`config.mk`:
```
export PLATFORM = sky130hd
export DESIGN_NAME = i2s_rx_flat
export DESIGN_NICKNAME = d
export VERILOG_FILES = /design/src/rtl/audio_pkg.sv /design/src/rtl/i2s_rx_if.sv /design/src/rtl/sync_bit.sv /design/src/rtl/i2s_rx.sv /design/src/flat_wrapper.sv
export SDC_FILE = /design/constraint.sdc
export NUM_CORES = 1
export LEC_CHECK = 0
export ABC_AREA = 1
export BUFFER_PORTS_ARGS = -buffer_cell sky130_fd_sc_hd__buf_2
export CAP_MARGIN = 5
export CELL_PAD_IN_SITES_DETAIL_PLACEMENT = 1
export CELL_PAD_IN_SITES_GLOBAL_PLACEMENT = 1
export CORE_UTILIZATION = 25
export DETAILED_ROUTE_END_ITERATION = 16
export PLACE_DENSITY_LB_ADDON = 0.1
export SETUP_SLACK_MARGIN = 0.5
export SYNTH_ARGS = -nofsm -noshare
export SYNTH_HDL_FRONTEND = slang
export SYNTH_HIERARCHICAL = 1
export SYNTH_SLANG_ARGS = --single-unit
```
`constraint.sdc`:
```
create_clock -name clk -period 5.3 [get_ports clk]
set_input_delay 0.53 -clock clk [delete_from_list [all_inputs] [get_ports clk]]
set_output_delay 0.53 -clock clk [all_outputs]
set_load 0.02 [all_outputs]
```
`src/rtl/audio_pkg.sv`:
```
// Shared audio-path constants and the receiver state type.
package audio_pkg;
  localparam logic I2S_LEFT  = 1'b0;
  localparam logic I2S_RIGHT = 1'b1;

  typedef enum logic {SEARCH, RECEIVE} rx_state_t;
endpackage

```
`src/rtl/i2s_rx_if.sv`:
```
// I2S serial inputs plus the parallel stereo sample outputs of the receiver.
interface i2s_rx_if #(parameter int SAMPLE_WIDTH = 16);
  logic                    sclk;
  logic                    lrclk;
  logic                    sdata;
  logic [SAMPLE_WIDTH-1:0] left_chan;
  logic [SAMPLE_WIDTH-1:0] right_chan;
  logic                    sample_valid;
  logic                    short_word;
  logic                    locked;

  modport master (output sclk, lrclk, sdata,
                  input  left_chan, right_chan, sample_valid, short_word, locked);
  modport slave  (input  sclk, lrclk, sdata,
                  output left_chan, right_chan, sample_valid, short_word, locked);
endinterface

```
`src/rtl/sync_bit.sv`:
```
// Multi-flop synchroniser for one asynchronous input bit.
module sync_bit #(
  parameter int STAGES = 2
) (
  input  logic clk,
  input  logic reset,
  input  logic d,
  output logic q
);
  logic [STAGES-1:0] ff;

  always_ff @(posedge clk or posedge reset) begin
    if (reset) ff <= '0;
    else       ff <= {ff[STAGES-2:0], d};
  end

  assign q = ff[STAGES-1];
endmodule

```
`src/rtl/i2s_rx.sv`:
```
// I2S (Philips) slave receiver: samples BCK/LRCK/SDATA in the clk domain and
// emits left/right sample pairs with a one-cycle strobe.
module i2s_rx
  import audio_pkg::*;
#(
  parameter int SAMPLE_WIDTH = 16,
  parameter int SYNC_STAGES  = 2,
  parameter int CNT_WIDTH    = 6
) (
  input  logic     clk,
  input  logic     reset,
  i2s_rx_if.slave  bus
);
  logic [2:0] raw, syn;
  logic       sclk_q, rise, lr_now, bit_now, lr_prev;
  rx_state_t  state;

  logic [CNT_WIDTH-1:0]    cnt, cnt_inc;
  logic [SAMPLE_WIDTH-1:0] shreg, word, left_stage;
  logic [SAMPLE_WIDTH-1:0] left_chan, right_chan;
  logic                    left_ok, word_end, last_short;
  logic                    sample_valid, short_word, locked;

  assign raw = {bus.sdata, bus.lrclk, bus.sclk};

  for (genvar g = 0; g < 3; g++) begin : g_sync
    sync_bit #(.STAGES(SYNC_STAGES)) u_sync (
      .clk  (clk),
      .reset(reset),
      .d    (raw[g]),
      .q    (syn[g])
    );
  end

  // Current word with this rise's bit merged in; bits past SAMPLE_WIDTH fall off.
  always_comb begin
    cnt_inc = (cnt == '1) ? cnt : cnt + 1'b1;
    word    = shreg;
    for (int i = 0; i < SAMPLE_WIDTH; i++)
      if (int'(cnt) == SAMPLE_WIDTH - 1 - i) word[i] = bit_now;
    word_end   = (lr_now != lr_prev);
    last_short = (int'(cnt_inc) < SAMPLE_WIDTH);
  end

  always_ff @(posedge clk or posedge reset) begin
    if (reset) begin
      sclk_q       <= 1'b0;
      rise         <= 1'b0;
      lr_now       <= 1'b0;
      bit_now      <= 1'b0;
      lr_prev      <= 1'b0;
      state        <= SEARCH;
      cnt          <= '0;
      shreg        <= '0;
      left_stage   <= '0;
      left_ok      <= 1'b0;
      left_chan    <= '0;
      right_chan   <= '0;
      sample_valid <= 1'b0;
      short_word   <= 1'b0;
      locked       <= 1'b0;
    end else begin
      // Strobe and its data are registered together so they stay aligned.
      sclk_q       <= syn[0];
      rise         <= syn[0] & ~sclk_q;
      lr_now       <= syn[1];
      bit_now      <= syn[2];
      sample_valid <= 1'b0;
      short_word   <= 1'b0;

      if (rise) begin
        lr_prev <= lr_now;
        if (state == SEARCH) begin
          if (word_end) begin
            state  <= RECEIVE;
            locked <= 1'b1;
            cnt    <= '0;
            shreg  <= '0;
          end
        end else if (word_end) begin
          cnt        <= '0;
          shreg      <= '0;
          short_word <= last_short;
          if (lr_prev == I2S_LEFT) begin
            left_stage <= word;
            left_ok    <= 1'b1;
          end else if (left_ok) begin
            left_chan    <= left_stage;
            right_chan   <= word;
            sample_valid <= 1'b1;
            left_ok      <= 1'b0;
          end
        end else begin
          shreg <= word;
          cnt   <= cnt_inc;
        end
      end
    end
  end

  assign bus.left_chan    = left_chan;
  assign bus.right_chan   = right_chan;
  assign bus.sample_valid = sample_valid;
  assign bus.short_word   = short_word;
  assign bus.locked       = locked;
endmodule

```
`src/flat_wrapper.sv`:
```
// flat-port wrapper written by rule: the top's interface ports become plain ports
module i2s_rx_flat import audio_pkg::*;
#(
  parameter int SAMPLE_WIDTH = 16,
  parameter int SYNC_STAGES  = 2,
  parameter int CNT_WIDTH    = 6
)
  (clk, reset, bus_sclk, bus_lrclk, bus_sdata, bus_left_chan, bus_right_chan, bus_sample_valid, bus_short_word, bus_locked);
  i2s_rx_if #(.SAMPLE_WIDTH(SAMPLE_WIDTH)) bus_i ();
  input  logic clk;
  input  logic reset;
  input wire logic [$bits(bus_i.sclk)-1:0] bus_sclk;
  input wire logic [$bits(bus_i.lrclk)-1:0] bus_lrclk;
  input wire logic [$bits(bus_i.sdata)-1:0] bus_sdata;
  output wire logic [$bits(bus_i.left_chan)-1:0] bus_left_chan;
  output wire logic [$bits(bus_i.right_chan)-1:0] bus_right_chan;
  output wire logic [$bits(bus_i.sample_valid)-1:0] bus_sample_valid;
  output wire logic [$bits(bus_i.short_word)-1:0] bus_short_word;
  output wire logic [$bits(bus_i.locked)-1:0] bus_locked;
  assign bus_i.sclk = bus_sclk;
  assign bus_i.lrclk = bus_lrclk;
  assign bus_i.sdata = bus_sdata;
  assign bus_left_chan = bus_i.left_chan;
  assign bus_right_chan = bus_i.right_chan;
  assign bus_sample_valid = bus_i.sample_valid;
  assign bus_short_word = bus_i.short_word;
  assign bus_locked = bus_i.locked;
  i2s_rx #(.SAMPLE_WIDTH(SAMPLE_WIDTH), .SYNC_STAGES(SYNC_STAGES), .CNT_WIDTH(CNT_WIDTH)) u_core (.clk(clk), .reset(reset), .bus(bus_i));
endmodule
```
After elaboration in Yosys (flattened, before gate mapping)
Cells that the tools add are included.
W data, S select, Z words.

operators by class
  add/subtract/negate cells = 1
  magnitude comparators = 1
  equal/unequal tests = 17
  mux-type cells = 34
  bitwise operators = 4
  reduce and logical (&&, ||, !) cells = 7

operator list
  kind                   number
  $eq A6 B5 Y1 const B   8
  $mux W16               3
  $mux W1                27
  $eq A6 B4 Y1 const B   4
  $mux W6                4
  $eq A6 B3 Y1 const B   2
  $add A6 B1 Y6 const B  1
  $eq A6 B2 Y1 const B   1
  $eq A6 B6 Y1 const B   1
  $logic_not A6 Y1       1
  $lt A6 B5 Y1 const B   1
  $reduce_and A3 Y1      2
  $reduce_and A5 Y1      1
  $reduce_and A4 Y1      1
  $not A1 Y1             3
  $reduce_and A2 Y1      1
  $reduce_bool A2 Y1     1
  $and A1 B1 Y1          1
  $ne A1 B1 Y1           1

word-level totals
  bits in registers = 86
  input port bits = 5

Depth between registers and ports, before layout
Gate-level depths: netlist of the first run.

  word-level depth = 6
  mapped depth = 9
  gate-level depth less buffers = 9

Modules after synthesis
The synthesis of the first run kept the hierarchy.

by module, submodules not included
  module    times used  cells an instance  area each (µm²)  sequential area each (µm²)
  i2s_rx    1           396                3474.6           2001.9
  sync_bit  3           3                  53.8             50.0

Worst setup path after synthesis of the first run
OpenSTA, ideal clock, no wires.

  path type = register -> register
  from = register u_core.cnt[1]
  to = register u_core.right_chan[0] (netlist: u_core/bus.right_chan[0])
  arrival time = 1.124 ns
  required time = 5.172 ns
  path slack = 4.049 ns
  cell stages (with the launch flop) = 7
  path buffers = 0
  period minus slack after synthesis = 1.251 ns
  cells stage by stage = dfrtp_1 > ha_1 > inv_1 > nor2_2 > nand2_1 > o21ai_1 > o21ai_0

on the way
  cells in the longest elaborated chain, start to end = 2

RTL lines
  what                    RTL line      text
  from (decl)             i2s_rx.sv:18  logic [CNT_WIDTH-1:0] cnt, cnt_inc;
  from (signal assigned)  i2s_rx.sv:95  cnt <= cnt_inc;
  $eq A6 B5 Y1            i2s_rx.sv:40  if (int'(cnt) == SAMPLE_WIDTH - 1 - i) word[i] = bit_now;
  $mux W1                 i2s_rx.sv:40
  to (signal assigned)    i2s_rx.sv:89  right_chan <= word;
  to (decl)               i2s_rx.sv:20  logic [SAMPLE_WIDTH-1:0] left_chan, right_chan;

Every way passes these cells.
A chain may end at the register's enable or synchronous reset.

Worst setup path in the final report of the first run
  from = register u_core.rise
  to = register u_core.right_chan[11] (netlist: u_core/bus.right_chan[11])

on the way
  cells in the longest elaborated chain, start to end = 1

RTL lines
  what                         RTL line      text
  from (decl)                  i2s_rx.sv:15  logic sclk_q, rise, lr_now, bit_now, lr_prev;
  from (signal assigned)       i2s_rx.sv:65  rise <= syn[0] & ~sclk_q;
  $reduce_and A5 Y1 (no line)  -

Every way passes these cells.

==> results of run 1 <==
## worst max path at each step
stage          cells after the start                        end         from
2_1_floorplan                      1             u_core/bit_now        reset
3_3_place_gp                       7   u_core/bus.right_chan[8]  u_core/rise
3_5_place_dp                       7   u_core/bus.right_chan[2]  u_core/rise
4_1_cts                            7   u_core/bus.right_chan[2]  u_core/rise
5_1_grt                            7   u_core/bus.right_chan[5]  u_core/rise
6_report                           7  u_core/bus.right_chan[11]  u_core/rise
## cell usage in the layout (no fill, tap or decap), types with 2 or more instances in the layout
master     Yosys  layout
inv_1         59      58
o21ai_1       18      18
clkinv_2       0       2
dfrtp_1       86      86
clkbuf_1       3       2
nor2_1         5       5
o21bai_1       2       2
nor2_2         5       5
buf_4          3       3
buf_2          5      39
inv_2          5       5
nand3_1       69      69
nand2_1       76      76
clkbuf_16      0       9
bufinv_16      0       2
o21ai_0       53      53
nand2_2        5       5
ha_1           4       4
## worst reg2reg max path, cell delays in order, from the launching register on
cell and delay, ns:
dfrtp_1 0.42, nand2_2 0.17, inv_2 0.06, nand4_2 0.06, buf_4 0.44, inv_2 0.30, nand3_1 0.17, nand2_1 0.06
## final cells by class
class	count	area, sq um
inverter	64	241.5
clock inverter	5	82.58
clock buffer	11	232.7
sequential	86	2152
multi-input combinational	242	1176
fill	1657	9714
tap	180	225.2
timing repair buffer	42	217.7
## flip-flops by register name, summed over array words and instances, names as in the netlist, 6 cells and up
name / flops
u_core/bus.left_chan: 16
u_core/cnt: 6
u_core/g_sync.u_sync/ff: 6
u_core/bus.right_chan: 16
u_core/shreg: 16
u_core/left_stage: 16
## power groups by stage
stage	Clock (W)	Combinational [W]	Sequential [W]
2_1_floorplan	0	0.000147	0.000778
3_3_place_gp	0	0.000251	0.000760
3_5_place_dp	0	0.000256	0.000762
4_1_cts	0.000715	0.000257	0.000750
5_1_grt	0.000733	0.000285	0.000757
6_report	0.000683	0.000249	0.000749
## routing by layer
| metal | vias up | global-route usage, % |
|---|---|---|
| met1 | 1381 | 18.18 |
| met2 | 39 | 22.72 |
| met4 | 0 | 6.402 |
| met5 | - | 0 |
| li1 | 1384 | - |
| met3 | 11 | 3.717 |
## through the flow
step / worst slack (ns) / std cells / hold WS [ns] / total power (W) / instance area [sq um]
floorplan: 2.718 / 405 / 0.2712 / 0.0009251 / 3636
detailed placement: 3.463 / 614 / 0.3363 / 0.001018 / 4013
CTS: 3.447 / 630 / 0.04749 / 0.001722 / 4328
finish: 3.517 / 630 / 0.06111 / 0.001681 / 4328
global route: 3.303 / 630 / 0.06224 / 0.001775 / 4328
global placement: 3.492 / 614 / 0.3344 / 0.001012 / 4013
## logic make-up after synthesis
logic type / after synthesis / share of synthesized area, %
adder cells (fa/ha/maj): 4 / 1.377
AND/OR/NAND/NOR: 163 / 20.37
AO/OA/AOI/OAI: 74 / 10.36
XOR/XNOR: 1 / 0.2409
buffers and inverters: 77 / 8.465
flip-flops: 86 / 59.19
==> impl_metrics.csv, run 1 <==
group,metric,value,unit
status,status,"finished, final reports clean",
clock_network,cts-root-buf,"clkbuf_16",
drt,wl_met3,307,um
setup_path,cp_num_buf_inv,3,
power,pwr-share-comb,14.8,%
logic_synthesis,synth_edf_count,0,
logic_synthesis,ys_warn_count,6,
setup_path,cp-end-kind,"flip-flop",
hold_path,hp-class,"primary input to async pin",
drt,drc_errors,0,
floorplanning,fp.dieW,122.6,um
setup_path,cp.arrival,2.02,ns
floorplanning,coreArea,14040,sq um
logic_synthesis,yosysTopAreaCell,"dfrtp_1",
logic_synthesis,yosys-top-cells-area,"dfrtp_1 59%, nand3_1 9.5%, nand2_1 7.8%",
drt,m1WireLength,4628,um
clock_network,cts_max_path_buffers,2,
drt,wl_met2,4310,um
power,p_leak,2.148,nW
setup_path,crit_slowest_cell,"buf_4",
setup_path,worstPathCellList,"nand2_2, inv_2, nand4_2, buf_4, inv_2, nand3_1, nand2_1",
power,p_int,0.001196,W
global_route,antenna_found_initial,0,
logic_synthesis,ys_ff_latch,86,
power,switching_power,0.0004847,W
logic_synthesis,async_reset_ff_share,100.0,%
sta,period_needed,1.783,ns
place,gp_congestion,0.7407,
power,switching_share,28.83,%
drt,drt_iter0_markers,114,
power,ir_drop,0.1425,mV
logic_synthesis,yosysSeqAreaShare,59.19,%
finish,area_growth,19.03,%
sta,rsz0062_at_grt,"no",
drt,antenna_left,0,
drt,top_layer_used,"met4",
global_route,grt-ovfl-total,0,
setup_path,cp-start-kind,"flip-flop",
power,clock_power_share,40.6,%
setup_path,path_class,"flip-flop to flip-flop",
sta,tightest_slew,0.8073,ns
global_route,grt_max_degree,61,
floorplanning,num_rows,43,
setup_path,crit_family,"buffers and inverters",
place,place.port_buffers,39,
logic_synthesis,syn-num-nets,414,
clock_network,h-tree-depth,3,
floorplanning,start_util,25.89,%
run,maxCapViolCount,0,
sta,hold_viol_final,0,
drt,vias,2815,
logic_synthesis,synth_cells,405,
drt,wire_per_inst,15.01,um
setup_path,r2r_start,"u_core/rise",
global_route,grt_pass1_wl,15930,um
clock_network,cts_resized,0,
setup_path,cp_max_fo,49,
clock_network,clk_latency,0.35,ns
finish,n_antenna_cell,0,
sta,relSlewSlack,46.18,%
sta,fin_tns_setup,0,ns
setup_path,worst_path_most_repeated_cell,"inv_2",
sta,slew_violations,0,
logic_synthesis,yosys-top-cells-count,"86 x dfrtp_1, 76 x nand2_1, 69 x nand3_1",
setup_path,r2r_setup_slack,3.52,ns
floorplanning,io_pins,40,
floorplanning,fp.dieH,122.6,um
finish,nets,454,
clock_network,cts_made_buffers,9,
drt,viasPerCell,4.468,
sta,setup_violations,0,
logic_synthesis,synth_top_cell_area_share,59.19,%
drt,first_pass_iters,4,
logic_synthesis,yosysUniqueCellTypes,22,
place,dp_hpwl,6263,um
power,power.density,388.4,nW/um^2
finish,final_util,30.82,%
clock_network,cts.sinks,86,
power,sequentialPowerShare,44.5,%
clock_network,clk_pin_slew,0.06,ns
drt,wl,9454,um
setup_path,r2r_cells,7,
sta,fin_worst_skew,0.006020,ns
finish,drive_above_1_share,16.44,%
sta,fin_crit_sh,33.64,%
global_route,grtUsageTotal,14.30,%
logic_synthesis,avgSynthCellArea,8.978,sq um
logic_synthesis,synth.most_common_cell,"dfrtp_1",
clock_network,cts_tree,"done",
setup_path,cpPeakStageDelay,0.44,ns
floorplanning,die_area,15030,sq um
logic_synthesis,ys.flop_type,"dfrtp_1",
clock_network,ctsHoldBuffers,0,
setup_path,reg2reg_to,"u_core/bus.right_chan[11]",
global_route,grt_pass1_vias,2922,
setup_path,critical_path_required,5.53,ns
clock_network,cts_setup_buffers,0,
sta,max_freq,560.9,MHz
logic_synthesis,syn_area,3636,sq um
(Power assumes the default switching activity.)
==> inputs of run 2 (changes only) <==
clock period = 1.85 ns   (was 5.3 ns; I/O delays follow)
==> run 2 against run 1 <==
- sequential share of layout area down 8.0 points
- critical path depth unchanged
- total power grew to 3.0 times the previous value
- clock skew about the same
==> impl_metrics.csv, run 2 (synthesis results as in run 1) <==
group,metric,value,unit
setup_path,reg2reg_to,"u_core/shreg[14]",
place,dpl_cell_area,4060,sq um
finish,n_antenna_cell,0,
finish,most-common-layout-cells,"80 x dfrtp_1, 70 x nand2_1, 48 x nand3_1, 46 x inv_1, 43 x o21ai_0",
sta,setup_violations,0,
power,ir_drop,0.4758,mV
clock_network,cts-root-buf,"clkbuf_16",
setup_path,cp.arrival,1.56,ns
sta,fin_worst_skew,0.006181,ns
setup_path,r2r_cells,7,
clock_network,cts_max_path_buffers,2,
place,gp_congestion,0.7294,
drt,vias,3012,
drt,wl,10440,um
finish,final_common_cell,"dfrtp_1",
finish,ff_latch_area,2160,sq um
setup_path,cp_max_fo,5,
drt,antenna_left,0,
global_route,grt_pass1_vias,3096,
place,place.port_buffers,39,
floorplanning,num_rows,43,
clock_network,clk_latency,0.35,ns
drt,viasPerCell,4.536,
drt,drc_errors,0,
sta,hold-worst-slack,0.2773,ns
setup_path,cp-start-kind,"flip-flop",
setup_path,r2r_setup_slack,0.52,ns
finish,fillers,1604,
clock_network,cts_made_buffers,9,
hold_path,hp-class,"primary input to async pin",
sta,fin_crit_sh,71.93,%
floorplanning,fp.dieW,122.6,um
status,status,"finished, final reports clean",
finish,final_util,36.85,%
clock_network,cts.sinks,86,
clock_network,clk_pin_slew,0.06,ns
sta,slew_violations,0,
floorplanning,die_area,15030,sq um
finish,fin_area,5175,sq um
floorplanning,fp.dieH,122.6,um
setup_path,startpoint,"u_core/cnt[0]",
setup_path,cpPeakStageDelay,0.42,ns
setup_path,worstPathCellList,"buf_4, ha_2, nand2_4, inv_6, nand3_2, nand3_1, o21ai_0",
drt,wire_per_inst,15.72,um
setup_path,path_class,"flip-flop to flip-flop",
setup_path,critical_path_required,2.07,ns
sta,rsz0062_at_grt,"yes",
power,p_leak,2.414,nW
global_route,grt_max_degree,44,
floorplanning,coreArea,14040,sq um
power,power.density,978.0,nW/um^2
floorplanning,start_util,25.89,%
finish,drive_above_1_share,35.54,%
setup_path,crit_end,"u_core/shreg[14]",
finish,multiInputGateArea,1584,sq um
global_route,grtUsageTotal,15.00,%
clock_network,h-tree-depth,3,
finish,nets,490,
place,dp_hpwl,6344,um
sta,tightest_slew,0.4141,ns
drt,drt_iter0_markers,88,
global_route,grt_pass1_wl,16700,um
sta,fin_tns_setup,0,ns
setup_path,r2r_start,"u_core/cnt[0]",
sta,max_freq,751.5,MHz
clock_network,cts_tree,"done",
global_route,antenna_found_initial,0,
drt,first_pass_iters,4,
run,maxCapViolCount,0,
finish,area_growth,42.33,%
global_route,grt-ovfl-total,0,
setup_path,cp-end-kind,"flip-flop",
setup_path,crit_slowest_cell,"dfrtp_2",
sta,relSlewSlack,72.39,%
floorplanning,io_pins,40,
sta,period_needed,1.331,ns
sta,hold_viol_final,0,
-- run 2: repair_timing --
item                                   in CTS  in global routing
resized for setup                          74                 54
endpoints found under the hold margin      16                  0
pin swaps                                  10                 12
hold buffers                                4                  0
setup buffers                              11                 17
gates cloned                                1                  2
setup endpoints to repair                  56                 63
-- run 2: metal layers --
metal  part of all wire (%)  GRT usage [%]  wire length, um  vias up
li1                       -              -                -     1462
met1                     48          19.71             4986     1503
met2                     48          23.53             5047       36
met3                    2.5          3.625              261       11
met4                    1.4          6.174              144        0
met5                      0              0                0        -
-- run 2: critical path, delay by kind of cell (launching register included) --
kind	cells	cell delay, ns
adders and majority gates	1	0.18
AOI/OAI and AO/OA	1	0.08
buffers and inverters	2	0.24
DFF	1	0.42
and+or+nand+nor	3	0.30
-- run 2: worst min-delay path by stage --
stage	slack, ns	end	cells past startpoint
detailed placement	0.09	u_core/g_sync[0].u_sync/ff[0]	2
CTS	0.26	u_core/g_sync[0].u_sync/ff[1]	3
global placement	0.09	u_core/g_sync[1].u_sync/ff[0]	2
floorplan	-0.07	u_core/g_sync[0].u_sync/ff[0]	1
finish	0.28	u_core/g_sync[0].u_sync/ff[0]	3
global route	0.28	u_core/g_sync[2].u_sync/ff[1]	3
-- run 2: metrics by stage --
step / power (W) / worst slack [ns] / std cells
after global routing: 0.005326 / 0.3896 / 664
after CTS: 0.004896 / 0.4621 / 645
after detailed placement: 0.002923 / 0.1023 / 615
after floorplan: 0.002651 / 0.5988 / 405
final: 0.005061 / 0.5193 / 664
after global placement: 0.002914 / 0.1298 / 615
-- run 2: layout make-up --
class	instances	area share, %
Clock buffer	11	4.691
Timing Repair Buffer	78	12.60
Sequential cell	86	41.73
Multi-Input combinational cell	242	30.61
Inverter	64	5.609
Clock inverter	3	0.4110
Tap cell	180	4.352
-- run 2: where the power goes --
group / switching, W / internal (W)
Combinational: 0.000765 / 0.000437
Sequential: 0.000107 / 0.00205
Clock: 0.000763 / 0.000935
Total: 0.00164 / 0.00343
==> inputs of run 3 (changes only) <==
ABC_AREA = 0   (was 1)
clock period = 1.3 ns   (was 1.85 ns; I/O delays follow)
==> run 3 against run 2 <==
- the flow now finishes with violations (setup timing)
- total power rose by 120%
- non-clock buffer count rose by 86
- sequential power rose by 83%
- fmax fell by 16%
- worst setup slack got worse by 0.80 ns
- core utilization rose by 6.2 points
- combinational power rose to 4.0 times the previous value
- clock power rose by 55%
- clock skew rose by 0.0022 ns
- area after synthesis rose by 8.9%
- critical path type unchanged
- critical endpoint is now u_core/shreg[6]
- largest power group is now combinational logic
==> impl_metrics.csv, run 3 <==
group,metric,value,unit
status,status,"finished with violations",
status,violations,"setup timing",
setup_path,cp.arrival,1.80,ns
drt,vias,3532,
global_route,antenna_found_initial,0,
clock_network,clk_pin_slew,0.07,ns
floorplanning,fp.dieW,127.9,um
clock_network,clk_latency,0.35,ns
sta,fin_worst_skew,0.008382,ns
sta,slew_violations,0,
place,gp_congestion,0.7239,
setup_path,r2r_start,"u_core/cnt[5]",
logic_synthesis,syn-num-nets,378,
clock_network,cts.sinks,86,
finish,fin_area,6596,sq um
logic_synthesis,ys_warn_count,6,
setup_path,reg2reg_to,"u_core/shreg[6]",
global_route,grt_pass1_vias,3859,
setup_path,critical_path_required,1.52,ns
logic_synthesis,yosys-top-cells-count,"86 x dfrtp_1, 33 x a31oi_1, 28 x inv_1",
power,p_leak,2.708,nW
global_route,grt_pass1_wl,21550,um
sta,fin_ws,-0.2835,ns
sta,rsz0062_at_grt,"yes",
global_route,grtUsageTotal,17.21,%
logic_synthesis,yosysUniqueCellTypes,47,
setup_path,startpoint,"u_core/cnt[5]",
setup_path,cp-end-kind,"flip-flop",
logic_synthesis,syn_area,3961,sq um
finish,final_common_cell,"buf_4",
finish,final_util,43.07,%
setup_path,r2r_setup_slack,-0.28,ns
power,clock_power_share,23.2,%
logic_synthesis,async_reset_ff_share,100.0,%
drt,first_pass_iters,4,
power,pwr-share-comb,42.0,%
drt,viasPerCell,4.892,
sta,fin_crit_sh,121.8,%
logic_synthesis,yosys-top-cells-area,"dfrtp_1 54%, a31oi_1 5.2%, mux2_2 4.5%",
power,sequentialPowerShare,34.8,%
power,switching_share,34.20,%
drt,wl,13320,um
finish,drive_above_1_share,54.40,%
logic_synthesis,ys_ff_latch,86,
sta,tightest_slew,0.2697,ns
hold_path,hp-class,"primary input to async pin",
power,ir_drop,0.6973,mV
sta,setup_violations,71,
logic_synthesis,synth.most_common_cell,"dfrtp_1",
clock_network,cts-root-buf,"clkbuf_16",
logic_synthesis,synth_cells,369,
global_route,grt_max_degree,33,
power,p_int,0.007454,W
floorplanning,die_area,16350,sq um
place,place.port_buffers,39,
run,maxCapViolCount,0,
power,switching_power,0.003874,W
clock_network,h-tree-depth,3,
floorplanning,fp.dieH,127.9,um
clock_network,cts_max_path_buffers,2,
logic_synthesis,synth_edf_count,0,
setup_path,path_class,"flip-flop to flip-flop",
place,dpl_cell_area,5020,sq um
logic_synthesis,yosysSeqAreaShare,54.33,%
sta,max_freq,631.5,MHz
place,dp_hpwl,8665,um
place,place_ws,-0.3626,ns
drt,drt_iter0_markers,132,
drt,antenna_left,0,
drt,drc_errors,0,
logic_synthesis,synth_top_cell_area_share,54.33,%
floorplanning,num_rows,45,
setup_path,cp_max_fo,8,
sta,relSlewSlack,82.02,%
global_route,grt-ovfl-total,0,
logic_synthesis,ys.flop_type,"dfrtp_1",
sta,fin_tns_setup,-13.34,ns
power,power.density,1717,nW/um^2
setup_path,cp-start-kind,"flip-flop",
sta,period_needed,1.583,ns
logic_synthesis,yosysTopAreaCell,"dfrtp_1",
logic_synthesis,avgSynthCellArea,10.74,sq um
sta,hold_viol_final,0,
finish,n_antenna_cell,0,
setup_path,r2r_cells,3,
finish,area_growth,66.52,%
floorplanning,io_pins,40,
drt,wire_per_inst,18.45,um
setup_path,crit_end,"u_core/shreg[6]",
floorplanning,coreArea,15310,sq um
finish,most-common-layout-cells,"84 x buf_4, 79 x dfrtp_1, 52 x buf_6, 31 x a31oi_1, 23 x inv_1",
finish,nets,515,
floorplanning,start_util,25.87,%
clock_network,cts_tree,"done",
clock_network,cts_made_buffers,9,
-- run 3: changes by cell type in the layout (fill, tap and decap cells not counted), moves of 35 or more --
cell and delta:
buf_2 -35, buf_4 +62, buf_6 +49, nand2_1 -67, nand3_1 -43, o21ai_0 -43
-- run 3: worst min path at each step --
stage | from | end | cells past startpoint
after floorplan | reset | u_core/g_sync[0].u_sync/ff[0] | 1
after global placement | reset | u_core/g_sync[1].u_sync/ff[0] | 2
after detailed placement | reset | u_core/g_sync[1].u_sync/ff[0] | 2
after CTS | reset | u_core/g_sync[1].u_sync/ff[0] | 3
after global routing | reset | u_core/g_sync[1].u_sync/ff[0] | 3
final | reset | u_core/g_sync[1].u_sync/ff[0] | 3
-- run 3: cells by family after synthesis --
logic type	after synthesis	share of synthesized area, %
multiplexers	17	4.927
AO/OA/AOI/OAI	116	19.52
buffers and inverters	66	7.549
flip-flops	86	54.33
AND/OR/NAND/NOR	78	11.97
XOR/XNOR	2	0.4423
adder cells (fa/ha/maj)	4	1.263
-- run 3: timing repair --
action / in CTS / in global routing
pin swaps: 40 / 20
hold buffers: 4 / 1
buffers inserted: 36 / 19
endpoints found under the hold margin: 19 / 17
resized for setup: 145 / 29
endpoints found under the setup margin: 111 / 184
gates cloned: 1 / 3
-- run 3: cell type report --
type / count / area, sq um
clock inverter: 4 / 36.28
sequential: 86 / 2161
multi-input combinational: 217 / 2056
clock buffer: 12 / 266.5
tap: 211 / 264.0
inverter: 28 / 116.4
fill: 1601 / 8718
timing repair buffer: 164 / 1697
-- run 3: layer usage --
layer | part of all wire [%] | global-route usage, % | vias to the layer above
li1 | - | - | 1654
met1 | 47 | 22.96 | 1808
met2 | 49 | 27.49 | 53
met3 | 2.2 | 2.755 | 17
met4 | 2.2 | 7.612 | 0
met5 | 0 | 0 | -
-- run 3: power groups by stage --
| stage | sequential, W | combinational (W) | clock, W |
|---|---|---|---|
| 2_1_floorplan | 0.00439 | 0.00138 | 0 |
| 3_3_place_gp | 0.00386 | 0.00310 | 0 |
| 3_5_place_dp | 0.00389 | 0.00316 | 0 |
| 4_1_cts | 0.00394 | 0.00448 | 0.00274 |
| 5_1_grt | 0.00404 | 0.00509 | 0.00281 |
| 6_report | 0.00395 | 0.00475 | 0.00263 |
-- run 3: critical path, stage by stage (launching register included) --
cell,delay [ns]
dfrtp_2,0.46
or4b_4,0.66
o2111ai_2,0.22
o211ai_1,0.11
-- run 3: stage by stage --
step | hold WS, ns | power [W] | cells
6_report | 0.2236 | 0.01133 | 722
5_1_grt | 0.2295 | 0.01194 | 722
4_1_cts | 0.2720 | 0.01117 | 700
3_5_place_dp | 0.03452 | 0.007047 | 643
3_3_place_gp | 0.03289 | 0.006966 | 643
2_1_floorplan | -0.1288 | 0.005774 | 369
